$ cat config.mk
export PLATFORM = sky130hd
export DESIGN_NAME = param_sync_fifo_flat
export DESIGN_NICKNAME = d
export VERILOG_FILES = /design/src/rtl/fifo_pkg.sv /design/src/rtl/param_sync_fifo_if.sv /design/src/rtl/simple_dualport_mem.sv /design/src/rtl/param_sync_fifo.sv /design/src/flat_wrapper.sv
export SDC_FILE = /design/constraint.sdc
export NUM_CORES = 1
export LEC_CHECK = 0
export BUFFER_PORTS_ARGS = -buffer_cell sky130_fd_sc_hd__buf_2
export CAP_MARGIN = 25
export CORE_ASPECT_RATIO = 0.9
export CORE_MARGIN = 10
export CORE_UTILIZATION = 50
export DETAILED_ROUTE_END_ITERATION = 7
export PLACE_DENSITY_LB_ADDON = 0.05
export SLEW_MARGIN = 5
export SYNTH_ARGS = -nofsm -noshare
export SYNTH_HDL_FRONTEND = slang
export SYNTH_SLANG_ARGS = --single-unit
$ cat constraint.sdc
create_clock -name clk -period 6.4 [get_ports clk]
set_input_delay 0 -clock clk [delete_from_list [all_inputs] [get_ports clk]]
set_output_delay 0 -clock clk [all_outputs]
set_load 0.03 [all_outputs]
$ cat src/rtl/fifo_pkg.sv
// rtl/fifo_pkg.sv - shared read-mode type and sizing helper for the sync FIFO slice
// Purpose: types and helpers common to param_sync_fifo, its interface and its bench.
// Ports: none (package).
package fifo_pkg;

   typedef enum logic {
      FIFO_STD  = 1'b0,   // registered read, data one cycle after pop
      FIFO_FWFT = 1'b1    // first-word-fall-through, head word shown while rd_valid
   } fifo_mode_e;

   // Width needed to hold a word count in the range 0..depth inclusive.
   function automatic int cnt_width(input int depth);
      return $clog2(depth + 1);
   endfunction

endpackage

$ cat src/rtl/param_sync_fifo_if.sv
// rtl/param_sync_fifo_if.sv - handshake/status bundle between a FIFO user and param_sync_fifo
// Purpose: groups the request, data and status signals of one FIFO.
// Ports (master = user side, slave = FIFO side):
//   flush, push, wr_data, pop           master -> slave
//   rd_data, rd_valid                   slave -> master
//   fifo_full, fifo_empty               slave -> master
//   almost_full, almost_empty, count    slave -> master
//   overflow, underflow                 slave -> master (sticky)
interface param_sync_fifo_if #(
   parameter int DATA_WIDTH = 32,
   parameter int FIFO_DEPTH = 16
);
   import fifo_pkg::*;

   localparam int CW = cnt_width(FIFO_DEPTH);

   logic                  flush;
   logic                  push;
   logic [DATA_WIDTH-1:0] wr_data;
   logic                  pop;
   logic [DATA_WIDTH-1:0] rd_data;
   logic                  rd_valid;
   logic                  fifo_full;
   logic                  fifo_empty;
   logic                  almost_full;
   logic                  almost_empty;
   logic [CW-1:0]         count;
   logic                  overflow;
   logic                  underflow;

   modport master (
      output flush, push, wr_data, pop,
      input  rd_data, rd_valid, fifo_full, fifo_empty,
      input  almost_full, almost_empty, count, overflow, underflow
   );

   modport slave (
      input  flush, push, wr_data, pop,
      output rd_data, rd_valid, fifo_full, fifo_empty,
      output almost_full, almost_empty, count, overflow, underflow
   );

endinterface

$ cat src/rtl/simple_dualport_mem.sv
// rtl/simple_dualport_mem.sv - one-write one-read storage array with registered read
// Purpose: FIFO word storage; read data appears one clock after rd_en.
// Ports:
//   clk, reset          clock, async active-high reset (read register only)
//   wr_en/wr_addr/wr_data   write port
//   rd_en/rd_addr       read request; rd_data updates on the next edge, else holds
module simple_dualport_mem #(
   parameter int DATA_WIDTH = 32,
   parameter int DEPTH      = 16,
   parameter int ADDR_WIDTH = 4
) (
   input  logic                  clk,
   input  logic                  reset,
   input  logic                  wr_en,
   input  logic [ADDR_WIDTH-1:0] wr_addr,
   input  logic [DATA_WIDTH-1:0] wr_data,
   input  logic                  rd_en,
   input  logic [ADDR_WIDTH-1:0] rd_addr,
   output logic [DATA_WIDTH-1:0] rd_data
);

   logic [DATA_WIDTH-1:0] mem [DEPTH];

   // Array itself carries no reset so it maps onto plain RAM.
   always_ff @(posedge clk) begin
      if (wr_en) begin
         mem[wr_addr] <= wr_data;
      end
   end

   always_ff @(posedge clk or posedge reset) begin
      if (reset) begin
         rd_data <= '0;
      end else if (rd_en) begin
         rd_data <= mem[rd_addr];
      end
   end

endmodule

$ cat src/rtl/param_sync_fifo.sv
// rtl/param_sync_fifo.sv - parameterised single-clock FIFO, standard or FWFT read mode
// Purpose: buffers DATA_WIDTH words, FIFO_DEPTH deep, with capacity/threshold flags
//          and sticky overflow/underflow reporting.
// Ports:
//   clk     clock, all state changes on rising edge
//   reset   asynchronous active-high reset
//   bus     param_sync_fifo_if slave: flush/push/wr_data/pop in;
//           rd_data/rd_valid/fifo_full/fifo_empty/almost_full/almost_empty/
//           count/overflow/underflow out
module param_sync_fifo
   import fifo_pkg::*;
#(
   parameter int         DATA_WIDTH      = 32,
   parameter int         FIFO_DEPTH      = 16,
   parameter int         ALMOST_FULL_TH  = 12,
   parameter int         ALMOST_EMPTY_TH = 4,
   parameter fifo_mode_e MODE            = FIFO_STD
) (
   input logic              clk,
   input logic              reset,
   param_sync_fifo_if.slave bus
);

   localparam int            AW       = (FIFO_DEPTH > 1) ? $clog2(FIFO_DEPTH) : 1;
   localparam int            CW       = cnt_width(FIFO_DEPTH);
   localparam logic [CW-1:0] DEPTH_C  = CW'(FIFO_DEPTH);
   localparam logic [CW-1:0] AF_C     = CW'(ALMOST_FULL_TH);
   localparam logic [CW-1:0] AE_C     = CW'(ALMOST_EMPTY_TH);
   localparam logic [AW-1:0] LAST_PTR = AW'(FIFO_DEPTH - 1);

   if (DATA_WIDTH < 1) begin : g_bad_width
      $error("param_sync_fifo: DATA_WIDTH must be >= 1");
   end
   if (FIFO_DEPTH < 2) begin : g_bad_depth
      $error("param_sync_fifo: FIFO_DEPTH must be >= 2");
   end
   if (ALMOST_FULL_TH < 1 || ALMOST_FULL_TH > FIFO_DEPTH) begin : g_bad_af
      $error("param_sync_fifo: ALMOST_FULL_TH must be in 1..FIFO_DEPTH");
   end
   if (ALMOST_EMPTY_TH < 0 || ALMOST_EMPTY_TH > FIFO_DEPTH - 1) begin : g_bad_ae
      $error("param_sync_fifo: ALMOST_EMPTY_TH must be in 0..FIFO_DEPTH-1");
   end

   logic [AW-1:0]         wr_ptr;
   logic [AW-1:0]         rd_ptr;
   logic [CW-1:0]         count_q;
   logic                  ovf_q;
   logic                  unf_q;
   logic                  fifo_full;
   logic                  fifo_empty;
   logic                  wr_acc;
   logic                  rd_acc;
   logic                  mem_rd_en;
   logic [DATA_WIDTH-1:0] mem_rdata;

   // Pointers wrap at FIFO_DEPTH-1 so non-power-of-two depths use every entry.
   function automatic logic [AW-1:0] ptr_inc(input logic [AW-1:0] p);
      return (p == LAST_PTR) ? '0 : p + 1'b1;
   endfunction

   assign fifo_full = (count_q == DEPTH_C);
   assign wr_acc    = bus.push && !fifo_full  && !bus.flush;
   assign rd_acc    = bus.pop  && !fifo_empty && !bus.flush;

   // rd_ptr follows memory reads, which in FWFT mode run ahead of user pops.
   always_ff @(posedge clk or posedge reset) begin
      if (reset) begin
         wr_ptr  <= '0;
         rd_ptr  <= '0;
         count_q <= '0;
         ovf_q   <= 1'b0;
         unf_q   <= 1'b0;
      end else if (bus.flush) begin
         wr_ptr  <= '0;
         rd_ptr  <= '0;
         count_q <= '0;
         ovf_q   <= 1'b0;
         unf_q   <= 1'b0;
      end else begin
         if (wr_acc) begin
            wr_ptr <= ptr_inc(wr_ptr);
         end
         if (mem_rd_en) begin
            rd_ptr <= ptr_inc(rd_ptr);
         end
         if (wr_acc && !rd_acc) begin
            count_q <= count_q + 1'b1;
         end else if (!wr_acc && rd_acc) begin
            count_q <= count_q - 1'b1;
         end
         if (bus.push && fifo_full) begin
            ovf_q <= 1'b1;
         end
         if (bus.pop && fifo_empty) begin
            unf_q <= 1'b1;
         end
      end
   end

   simple_dualport_mem #(
      .DATA_WIDTH (DATA_WIDTH),
      .DEPTH      (FIFO_DEPTH),
      .ADDR_WIDTH (AW)
   ) u_mem (
      .clk     (clk),
      .reset   (reset),
      .wr_en   (wr_acc),
      .wr_addr (wr_ptr),
      .wr_data (bus.wr_data),
      .rd_en   (mem_rd_en),
      .rd_addr (rd_ptr),
      .rd_data (mem_rdata)
   );

   if (MODE == FIFO_FWFT) begin : g_fwft
      // Two-stage prefetch: memory read register (mid) feeds the output register.
      // count covers words in memory, mid and output alike.
      logic                  mid_valid;
      logic                  out_valid;
      logic [DATA_WIDTH-1:0] out_data;
      logic [CW-1:0]         mem_cnt;
      logic                  advance;

      assign mem_cnt    = count_q - CW'(mid_valid) - CW'(out_valid);
      assign advance    = mid_valid && (!out_valid || rd_acc);
      assign mem_rd_en  = !bus.flush && (mem_cnt != '0) && (!mid_valid || advance);
      assign fifo_empty = !out_valid;

      always_ff @(posedge clk or posedge reset) begin
         if (reset) begin
            mid_valid <= 1'b0;
            out_valid <= 1'b0;
            out_data  <= '0;
         end else if (bus.flush) begin
            mid_valid <= 1'b0;
            out_valid <= 1'b0;
         end else begin
            if (mem_rd_en) begin
               mid_valid <= 1'b1;
            end else if (advance) begin
               mid_valid <= 1'b0;
            end
            if (!out_valid || rd_acc) begin
               out_valid <= mid_valid;
               if (mid_valid) begin
                  out_data <= mem_rdata;
               end
            end
         end
      end

      assign bus.rd_data  = out_data;
      assign bus.rd_valid = out_valid;
   end else begin : g_std
      logic rd_valid_q;

      assign mem_rd_en  = rd_acc;
      assign fifo_empty = (count_q == '0);

      always_ff @(posedge clk or posedge reset) begin
         if (reset) begin
            rd_valid_q <= 1'b0;
         end else begin
            rd_valid_q <= rd_acc;
         end
      end

      assign bus.rd_data  = mem_rdata;
      assign bus.rd_valid = rd_valid_q;
   end

   assign bus.fifo_full    = fifo_full;
   assign bus.fifo_empty   = fifo_empty;
   assign bus.almost_full  = (count_q >= AF_C);
   assign bus.almost_empty = (count_q <= AE_C);
   assign bus.count        = count_q;
   assign bus.overflow     = ovf_q;
   assign bus.underflow    = unf_q;

endmodule

$ cat src/flat_wrapper.sv
// flat-port wrapper written by rule: the top's interface ports become plain ports
module param_sync_fifo_flat import fifo_pkg::*;
#(
   parameter int         DATA_WIDTH      = 32,
   parameter int         FIFO_DEPTH      = 16,
   parameter int         ALMOST_FULL_TH  = 12,
   parameter int         ALMOST_EMPTY_TH = 4,
   parameter fifo_mode_e MODE            = FIFO_STD
)
  (clk, reset, bus_flush, bus_push, bus_wr_data, bus_pop, bus_rd_data, bus_rd_valid, bus_fifo_full, bus_fifo_empty, bus_almost_full, bus_almost_empty, bus_count, bus_overflow, bus_underflow);
  param_sync_fifo_if #(.DATA_WIDTH(DATA_WIDTH), .FIFO_DEPTH(FIFO_DEPTH)) bus_i ();
  input logic clk;
  input logic reset;
  input wire logic [$bits(bus_i.flush)-1:0] bus_flush;
  input wire logic [$bits(bus_i.push)-1:0] bus_push;
  input wire logic [$bits(bus_i.wr_data)-1:0] bus_wr_data;
  input wire logic [$bits(bus_i.pop)-1:0] bus_pop;
  output wire logic [$bits(bus_i.rd_data)-1:0] bus_rd_data;
  output wire logic [$bits(bus_i.rd_valid)-1:0] bus_rd_valid;
  output wire logic [$bits(bus_i.fifo_full)-1:0] bus_fifo_full;
  output wire logic [$bits(bus_i.fifo_empty)-1:0] bus_fifo_empty;
  output wire logic [$bits(bus_i.almost_full)-1:0] bus_almost_full;
  output wire logic [$bits(bus_i.almost_empty)-1:0] bus_almost_empty;
  output wire logic [$bits(bus_i.count)-1:0] bus_count;
  output wire logic [$bits(bus_i.overflow)-1:0] bus_overflow;
  output wire logic [$bits(bus_i.underflow)-1:0] bus_underflow;
  assign bus_i.flush = bus_flush;
  assign bus_i.push = bus_push;
  assign bus_i.wr_data = bus_wr_data;
  assign bus_i.pop = bus_pop;
  assign bus_rd_data = bus_i.rd_data;
  assign bus_rd_valid = bus_i.rd_valid;
  assign bus_fifo_full = bus_i.fifo_full;
  assign bus_fifo_empty = bus_i.fifo_empty;
  assign bus_almost_full = bus_i.almost_full;
  assign bus_almost_empty = bus_i.almost_empty;
  assign bus_count = bus_i.count;
  assign bus_overflow = bus_i.overflow;
  assign bus_underflow = bus_i.underflow;
  param_sync_fifo #(.DATA_WIDTH(DATA_WIDTH), .FIFO_DEPTH(FIFO_DEPTH), .ALMOST_FULL_TH(ALMOST_FULL_TH), .ALMOST_EMPTY_TH(ALMOST_EMPTY_TH), .MODE(MODE)) u_core (.clk(clk), .reset(reset), .bus(bus_i));
endmodule
Yosys cells after proc, flatten, opt, wreduce, memory -nomap -nowiden
Memories as Yosys holds them, arrays and structs flattened. A register that Yosys moved wholly into a read port is not among the register bits.
Index checks and enable logic that the tools add are counted.
{ "word_totals": {"latchBits": 0, "mem_bits_ro": 0, "register_bits": 16, "memories": 1, "mem_bits_rw": 512, "out_inout_bits": 44, "inputBits": 37, "wordCells": 50} }
{ "mem_list": {"columns": ["memory", "depth", "width", "read_ports", "rd_ports_with_merged_regs", "write_ports", "line", "rtl"], "rows": [
  ["u_core.u_mem.mem", 16, 32, 1, 1, 1, "simple_dualport_mem.sv:22", "logic [DATA_WIDTH-1:0] mem [DEPTH];"]
]} }
{ "classes": {"n_eq_ne": 3, "n_bitwise": 0, "shifts": 0, "magnitude_cmp": 2, "n_addsub": 4, "n_mul": 0, "reduce_logical": 19, "mux": 15, "div": 0} }
{ "op_table": {"columns": ["cell", "n"], "rows": [
  ["2-to-1 mux 4 bit", 6],
  ["2-to-1 mux 5 bit", 3],
  ["adder 4 x 1 -> 4 bit, second input constant", 2],
  ["== test 4 bit, second input constant", 2],
  ["logical AND 1 bit", 8],
  ["nonzero test 2 bit", 4],
  ["2-to-1 mux 1 bit", 6],
  ["adder 5 x 1 -> 5 bit, second input constant", 1],
  ["== test 5 bit, second input constant", 1],
  [">= comparator 5 x 4 -> 1 bit, second input constant", 1],
  ["less-or-equal comparator 5 x 3 -> 1 bit, second input constant", 1],
  ["zero test 1 bit", 5],
  ["zero test 5 bit", 1],
  ["subtractor 5 x 1 -> 5 bit, second input constant", 1],
  ["nonzero test 3 bit", 1]
]} }

Depth between registers and ports, before layout
Gate-level depths: netlist (run 1).
{ "logic_depth": {"depth_word": 9, "depth_mapped": 11, "ltp_nobuf": 10} }

Cells and area by module
From an unflattened synthesis (run 1), not the netlist that was laid out.
{ "unflattened": {"cells_unflattened": 987, "hier_area_um2": 21769.6} }
{ "by_module_without_submodules": {"columns": ["mod", "area_per_inst_um2", "cells_per_inst", "seq_area_each_um2", "n_inst"], "rows": [
  ["simple_dualport_mem", 20724.9, 877, 16175.5, 1],
  ["param_sync_fifo", 1044.8, 110, 400.4, 1]
]} }

Least setup slack after synthesis (run 1)
Ideal clock, no wire load.
{ "synth_path": {"path_kind": "register to register", "startpoint": "register u_core.count_q[0] (netlist: u_core.bus.count[0])", "endpoint": "register u_core.count_q[4] (netlist: u_core.bus.count[4])", "path_stages_with_launch": 10, "arrival_ps": 2735, "path_buffers": 0, "path_slack_ps": 3529, "required_time_ps": 6265, "synth_period_minus_slack_ps": 2871, "setup_time_ps": 135, "cell_sequence": "dfrtp_1 -> or4_4 -> o21ai_2 -> nand2_1 -> fa_1 -> a21o_1 -> a21oi_1 -> and3_1 -> o21ai_0 -> nor3b_1"} }
{ "synth_between": {"elab_chain_len": 8, "elab_cells_between_ends": 18, "classes_between": "2 x add/sub; 1 x eq/ne; 3 x mux; 12 x reduce/logical"} }
{ "synth_lines": {"columns": ["item", "line", "rtl"], "rows": [
  ["start: declaration", "param_sync_fifo.sv:46", "logic [CW-1:0] count_q;"],
  ["start signal: assignment", "param_sync_fifo.sv:87", "count_q <= count_q + 1'b1;"],
  ["start signal: assignment", "param_sync_fifo.sv:89", "count_q <= count_q - 1'b1;"],
  ["parallel branches: the longest is 8 deep, another holds subtractor 5 x 1 -> 5 bit", null, null]
]} }
Several ways; the timed one is not identified. The select of a mux whose other input is x is not followed.
A chain may end at the register's enable or synchronous reset.

Worst setup path in the final report (run 1)
Same ends and word-level chain as after synthesis.

==> results.py, run 1 <==
metrics = {
    "run_status": {
        "outcome": "finished, final reports clean",
    },
    "clock_tree": {
        "cts_resized": 0,
        "cts_sinks": 560,
        "clkTransAtPathRegs_ps": 60,
        "htreeDepth": 2,
        "insertion_delay_ps": 600,
        "cts_buffers": 57,
        "clock_path_buffers": 3,
        "post_cts_buffers": 0,
        "clk_root_buffer_cell": "clkbuf_16",
        "hold_buffers": 38,
        "cts_tree": "built",
    },
    "timing": {
        "rsz0062_at_grt": "no",
        "worstMarginPinSlew_ps": 895,
        "finalClockSkew_ps": 12.4,
        "finalSetupTns_ps": 0,
        "slew_viol_final": 0,
        "hold_viol": 0,
        "fin_ws_ps": 3110,
        "min_period_ps": 3290,
        "max_freq_mhz": 304,
        "setup_viol": 0,
        "period_share_pct": 51.3,
        "slew-limit-headroom_pct": 40.4,
    },
    "layout": {
        "layout.nets": 1170,
        "nFillCells": 3145,
        "drive_above_1_share_pct": 31.9,
        "area_delta_synth_final_pct": 15.1,
        "fin_cells": 1729,
    },
    "yosys": {
        "synthTopCellsByCount": "edfxtp_1, mux4_2, mux2i_1",
        "synth.most_common_cell": "edfxtp_1",
        "yosysUniqueCellTypes": 47,
        "synthArstFlopShare_pct": 8.57,
        "synth_top_area_share_pct": 70.8,
        "synth-seq-cells": 560,
        "synthAdderAreaFrac_pct": 0.611,
        "syn_area_per_cell_um2": 22.2,
        "synthMuxAreaShare_pct": 16.4,
        "synth_top_family_by_area": "multiplexers",
        "synth-xor-area-share_pct": 0.161,
        "synth-compound-area-share_pct": 2.94,
        "synthesis.instances": 977,
        "yosys.area.top_type": "edfxtp_1",
        "synth_edf_count": 512,
        "synth-simple-area-share_pct": 2.06,
        "syn_nets": 1024,
        "yosysSeqAreaShare_pct": 76.3,
        "yosys_warnings": 0,
        "ys_top_cells_by_area": "edfxtp_1, mux4_2, dfrtp_1, mux2i_1, o221ai_2",
        "synth_ff_type": "edfxtp_1",
        "netlist_area_um2": 21700,
    },
    "pwr": {
        "power_density_nw_per_um2": 346,
        "cellLeakagePower_uw": 0.00803,
        "vdd_drop_max_v": 0.000212,
        "total_power_uw": 8650,
    },
    "global_route": {
        "grt_pass1_wl_um": 69300,
        "grt_pass1_vias": 10574,
        "grt_overflow": 0,
        "grt_max_degree": 119,
        "antenna_found_initial": 3,
        "grt_use_total_pct": 18.1,
    },
    "placed_design": {
        "dp_cells": 1581,
        "post-place-ws_ps": 3190,
        "place_hpwl_um": 21900,
        "finalWeightedCongestion": 0.712,
        "portBuffers": 80,
    },
    "job": {
        "cap_viol_max_count": 0,
    },
    "setup_path": {
        "cp_cell_sequence": "or4_4 -> o21ai_1 -> nor2_1 -> nand2_1 -> ha_1 -> a21o_1 -> a21oi_1 -> and3_1 -> o21ai_0 -> nor3b_1",
        "end_kind": "register",
        "crit_arrival_ps": 3750,
        "path_class": "reg -> reg",
        "critical_path.slowest_cell": "o21ai_1",
        "slowest_delay_ps": 680,
        "crit_fanout": 12,
        "crit_family": "simple AND/OR/NAND/NOR gates",
        "cp.buffers_inverters": 0,
        "rrSetupSlack_ps": 3110,
        "cp.required_ps": 6860,
        "start_kind": "register",
    },
    "floorplanning": {
        "rows": 72,
        "dieArea_um2": 52200,
        "io_pins": 81,
        "core_um2": 43000,
        "start_util_pct": 50.5,
        "die_w_um": 240,
        "die_y_um": 218,
    },
    "detailed_routing": {
        "drt_wl_total_um": 45800,
        "antenna_left": 0,
        "dr.pass1.iters": 5,
        "drt_iter0_drc": 830,
        "post-route-drc-count": 0,
        "vias": 9970,
        "post_drt_wl_per_cell_um": 26.5,
        "vias_per_cell": 5.77,
    },
    "worst_hold_path": {
        "hold_class": "in -> async",
    },
}
-- state kept, by name, indices dropped and copies added, names as in the netlist --
signal / flops
u_core.bus.rd_valid: 1
u_core.bus.count: 5
u_core.bus.overflow: 1
u_core.u_mem.rd_data: 32
u_core.rd_ptr: 4
u_core.wr_ptr: 4
u_core.u_mem.mem: 512
u_core.bus.underflow: 1
-- logic make-up after synthesis --
family / count (synthesis)
simple gates: 91
compound gates: 55
mux: 196
xor+xnor: 4
flops: 560
fa+ha+maj: 10
buf+inv: 61
-- worst reg2reg max path, cell delays in order (launching register included) --
cell and delay (ps):
dfrtp_1 460, or4_4 620, o21ai_1 680, nor2_1 140, nand2_1 220, ha_1 280
a21o_1 150, a21oi_1 190, and3_1 200, o21ai_0 70, nor3b_1 150
-- per-layer routing --
layer  wire length (um)  vias up  GRT usage, %  part of all wire [%]
met4                728        0          4.64                   1.6
met1              20500     5341          25.3                    45
met3               2030       53          2.94                   4.4
met5                  0        -             0                     0
li1                   -     4386             -                     -
met2              22500      190          29.2                    49
-- metrics by stage --
stage                     instance area [um2]  hold slack (ps)  util, %
after floorplan                         21700             98.9        -
after global placement                  22700              294     52.9
after detailed placement                22700              311     52.9
after CTS                               25000              215     58.2
after global routing                    25000              292     58.2
final                                   25000              222     58.2
-- final cells by class --
cell class / instances / area, um2 / area share, %
Multi-Input combinational cell: 356 / 4840 / 19.4
Clock buffer: 67 / 1490 / 5.94
Antenna cell: 3 / 7.51 / 0.0300
Clock inverter: 40 / 379 / 1.52
Tap cell: 555 / 694 / 2.78
Inverter: 8 / 30.0 / 0.120
Sequential cell: 560 / 16600 / 66.4
Timing Repair Buffer: 140 / 971 / 3.88
-- power by group --
group	leakage, uW	switching [uW]	internal, uW
clock	0.000912	1360	1940
sequential	0.00522	143	4150
combinational	0.00190	679	383
-- placed cells by master, fill, tap and decap left out, drive strengths merged, types with 10 or more instances in the layout --
cell type | netlist | final
nand2 | 44 | 44
clkinv | 0 | 30
mux2i | 65 | 65
nor2 | 13 | 13
clkbuf | 20 | 67
dfrtp | 48 | 48
o221ai | 32 | 32
a21oi | 10 | 10
dlygate4sd3 | 0 | 38
and2 | 12 | 12
edfxtp | 512 | 512
mux4 | 128 | 128
buf | 33 | 102
-- worst paths after layout --
path | startpoint | endpoint | cells after the start
max in group asynchronous | reset | u_core.rd_ptr[2] | 4
hold reg to reg | u_core.u_mem.rd_data[12] | u_core.u_mem.rd_data[12] | 2
min in group clk | bus_wr_data[29] | u_core.u_mem.mem[15][29] | 2
hold / removal | reset | u_core.wr_ptr[2] | 4
setup / recovery | u_core.bus.count[0] | u_core.bus.count[4] | 10
setup reg to reg | u_core.bus.count[0] | u_core.bus.count[4] | 10
Note: power is estimated with default switching activity, not from simulation.
==> run 2: changes to the inputs <==
clock period = 3.3 ns   (was 6.4 ns; I/O delays follow)
==> run 2 against run 1 <==
Effect of this change:
- critical path depth fell by 1
- largest cell class unchanged
- sequential power rose by 93%
- routed wire length fell by 3.0%
- sequential share of layout area fell by 0.27 points
- count of clock-buffer cells in the layout rose by 6
- clock skew rose by 1.3 ps
- sequential cell count did not move
- worst hold slack got worse by 81 ps
- fmax rose by 20%
- setup slack got worse by 2600 ps
- final cell count rose by 0.17%
- critical endpoint unchanged
- via count barely moved
==> results.py, run 2 (synthesis results as in run 1) <==
metrics = {
    "timing": {
        "finalClockSkew_ps": 13.7,
        "worstMarginPinSlew_ps": 1000,
        "max_freq_mhz": 365,
        "hold_viol": 0,
        "min_period_ps": 2740,
        "rsz0062_at_grt": "no",
        "slew_viol_final": 0,
        "setup_viol": 0,
        "period_share_pct": 83.1,
        "slew-limit-headroom_pct": 33.2,
        "finalSetupTns_ps": 0,
    },
    "placed_design": {
        "finalWeightedCongestion": 0.726,
        "portBuffers": 80,
        "place_hpwl_um": 25200,
    },
    "pwr": {
        "power_density_nw_per_um2": 657,
        "vdd_drop_max_v": 0.000454,
        "cellLeakagePower_uw": 0.00807,
    },
    "clock_tree": {
        "clkTransAtPathRegs_ps": 60,
        "htreeDepth": 2,
        "cts_buffers": 55,
        "cts_resized": 0,
        "insertion_delay_ps": 590,
        "clock_path_buffers": 3,
        "cts_tree": "built",
        "cts_sinks": 560,
        "clk_root_buffer_cell": "clkbuf_16",
    },
    "global_route": {
        "grt_max_degree": 49,
        "grt_use_total_pct": 17.5,
        "grt_overflow": 0,
        "grt_pass1_vias": 10431,
        "grt_pass1_wl_um": 68000,
        "antenna_found_initial": 1,
    },
    "detailed_routing": {
        "vias": 9971,
        "drt_wl_total_um": 44500,
        "drt_iter0_drc": 737,
        "vias_per_cell": 5.76,
        "post_drt_wl_per_cell_um": 25.7,
        "dr.pass1.iters": 5,
        "post-route-drc-count": 0,
        "antenna_left": 0,
    },
    "setup_path": {
        "crit_arrival_ps": 3210,
        "end_kind": "register",
        "cp.required_ps": 3760,
        "start_kind": "register",
        "rrSetupSlack_ps": 560,
        "path_class": "reg -> reg",
        "crit_fanout": 7,
    },
    "floorplanning": {
        "core_um2": 43000,
        "io_pins": 81,
        "rows": 72,
        "start_util_pct": 50.5,
        "dieArea_um2": 52200,
        "die_y_um": 218,
        "die_w_um": 240,
    },
    "job": {
        "cap_viol_max_count": 0,
    },
    "layout": {
        "layout.nets": 1178,
        "area_delta_synth_final_pct": 15.6,
        "regMostFlops": "u_core.u_mem.mem",
        "drive_above_1_share_pct": 32.4,
        "mostFrequentLayoutCells": "edfxtp_1, mux4_2, buf_2",
        "largest_register_ff_count": 512,
        "fin_util_pct": 58.4,
        "layout_commonest_cell": "edfxtp_1",
    },
    "run_status": {
        "outcome": "finished, final reports clean",
    },
    "worst_hold_path": {
        "hold_class": "in -> async",
    },
}
## run 2: cell count changes in the layout (fill, tap and decap cells not counted), sizes merged, moves of 2 or more
cell,previous run,this run
buf,102,112
clkbuf,67,73
clkinv,30,24
bufinv,7,4
diode,3,1
## run 2: worst paths after layout
path,from,depth (start not counted),to
max reg2reg,u_core.bus.count[0],9,u_core.bus.count[4]
min reg2reg,u_core.u_mem.rd_data[4],2,u_core.u_mem.rd_data[4]
min,reset,3,u_core.u_mem.rd_data[15]
max in group asynchronous,reset,4,u_core.rd_ptr[3]
max,u_core.bus.count[0],9,u_core.bus.count[4]
min in group clk,bus_wr_data[0],2,u_core.u_mem.mem[9][0]
## run 2: layout make-up
type	instances	area, um2
well taps	555	694
multi-input cells	356	4840
clock inverters	29	236
inverters	8	30.0
flip-flops and latches	560	16600
diodes	1	2.50
fillers	3110	17900
clock buffers	73	1510
repair buffers	150	1200
## run 2: per-layer routing
layer / GRT usage [%] / vias up / share of wire (%)
li1: - / 4391 / -
met3: 2.93 / 56 / 4.5
met1: 25.0 / 5307 / 45
met5: 0 / - / 0
met2: 27.6 / 217 / 49
met4: 4.48 / 0 / 1.7
## run 2: power breakdown
part / switching [uW] / leakage, uW / internal [uW]
registers: 240 / 0.00522 / 8040
clock network: 2580 / 0.000863 / 3510
logic: 1340 / 0.00199 / 773
total: 4160 / 0.00807 / 12300
## run 2: what timing repair did
item / 4_1_cts / 5_1_grt
buffers inserted: 0 / 0
endpoints found under the setup margin: 0 / 0
hold buffers: 38 / 0
hold endpoints to repair: 559 / 0
## run 2: worst max-delay path: stages, from the launching register on
cell,delay (ps)
dfrtp_1,460
or4_4,610
o21ai_2,150
nand2_1,160
fa_1,440
a21o_1,190
a21oi_1,190
and3_1,190
o21ai_0,70
nor3b_1,150
## run 2: through the flow
stage / worst slack (ps) / hold slack [ps] / total power, uW / cell area, um2 / std cells
3_5_place_dp: 582 / 231 / 10500 / 22900 / 1588
5_1_grt: 384 / 206 / 17200 / 25100 / 1732
4_1_cts: 573 / 156 / 16700 / 25000 / 1728
2_1_floorplan: 429 / 98.9 / 9830 / 21700 / 977
6_report: 558 / 140 / 16500 / 25100 / 1732
3_3_place_gp: 600 / 239 / 10500 / 22900 / 1588
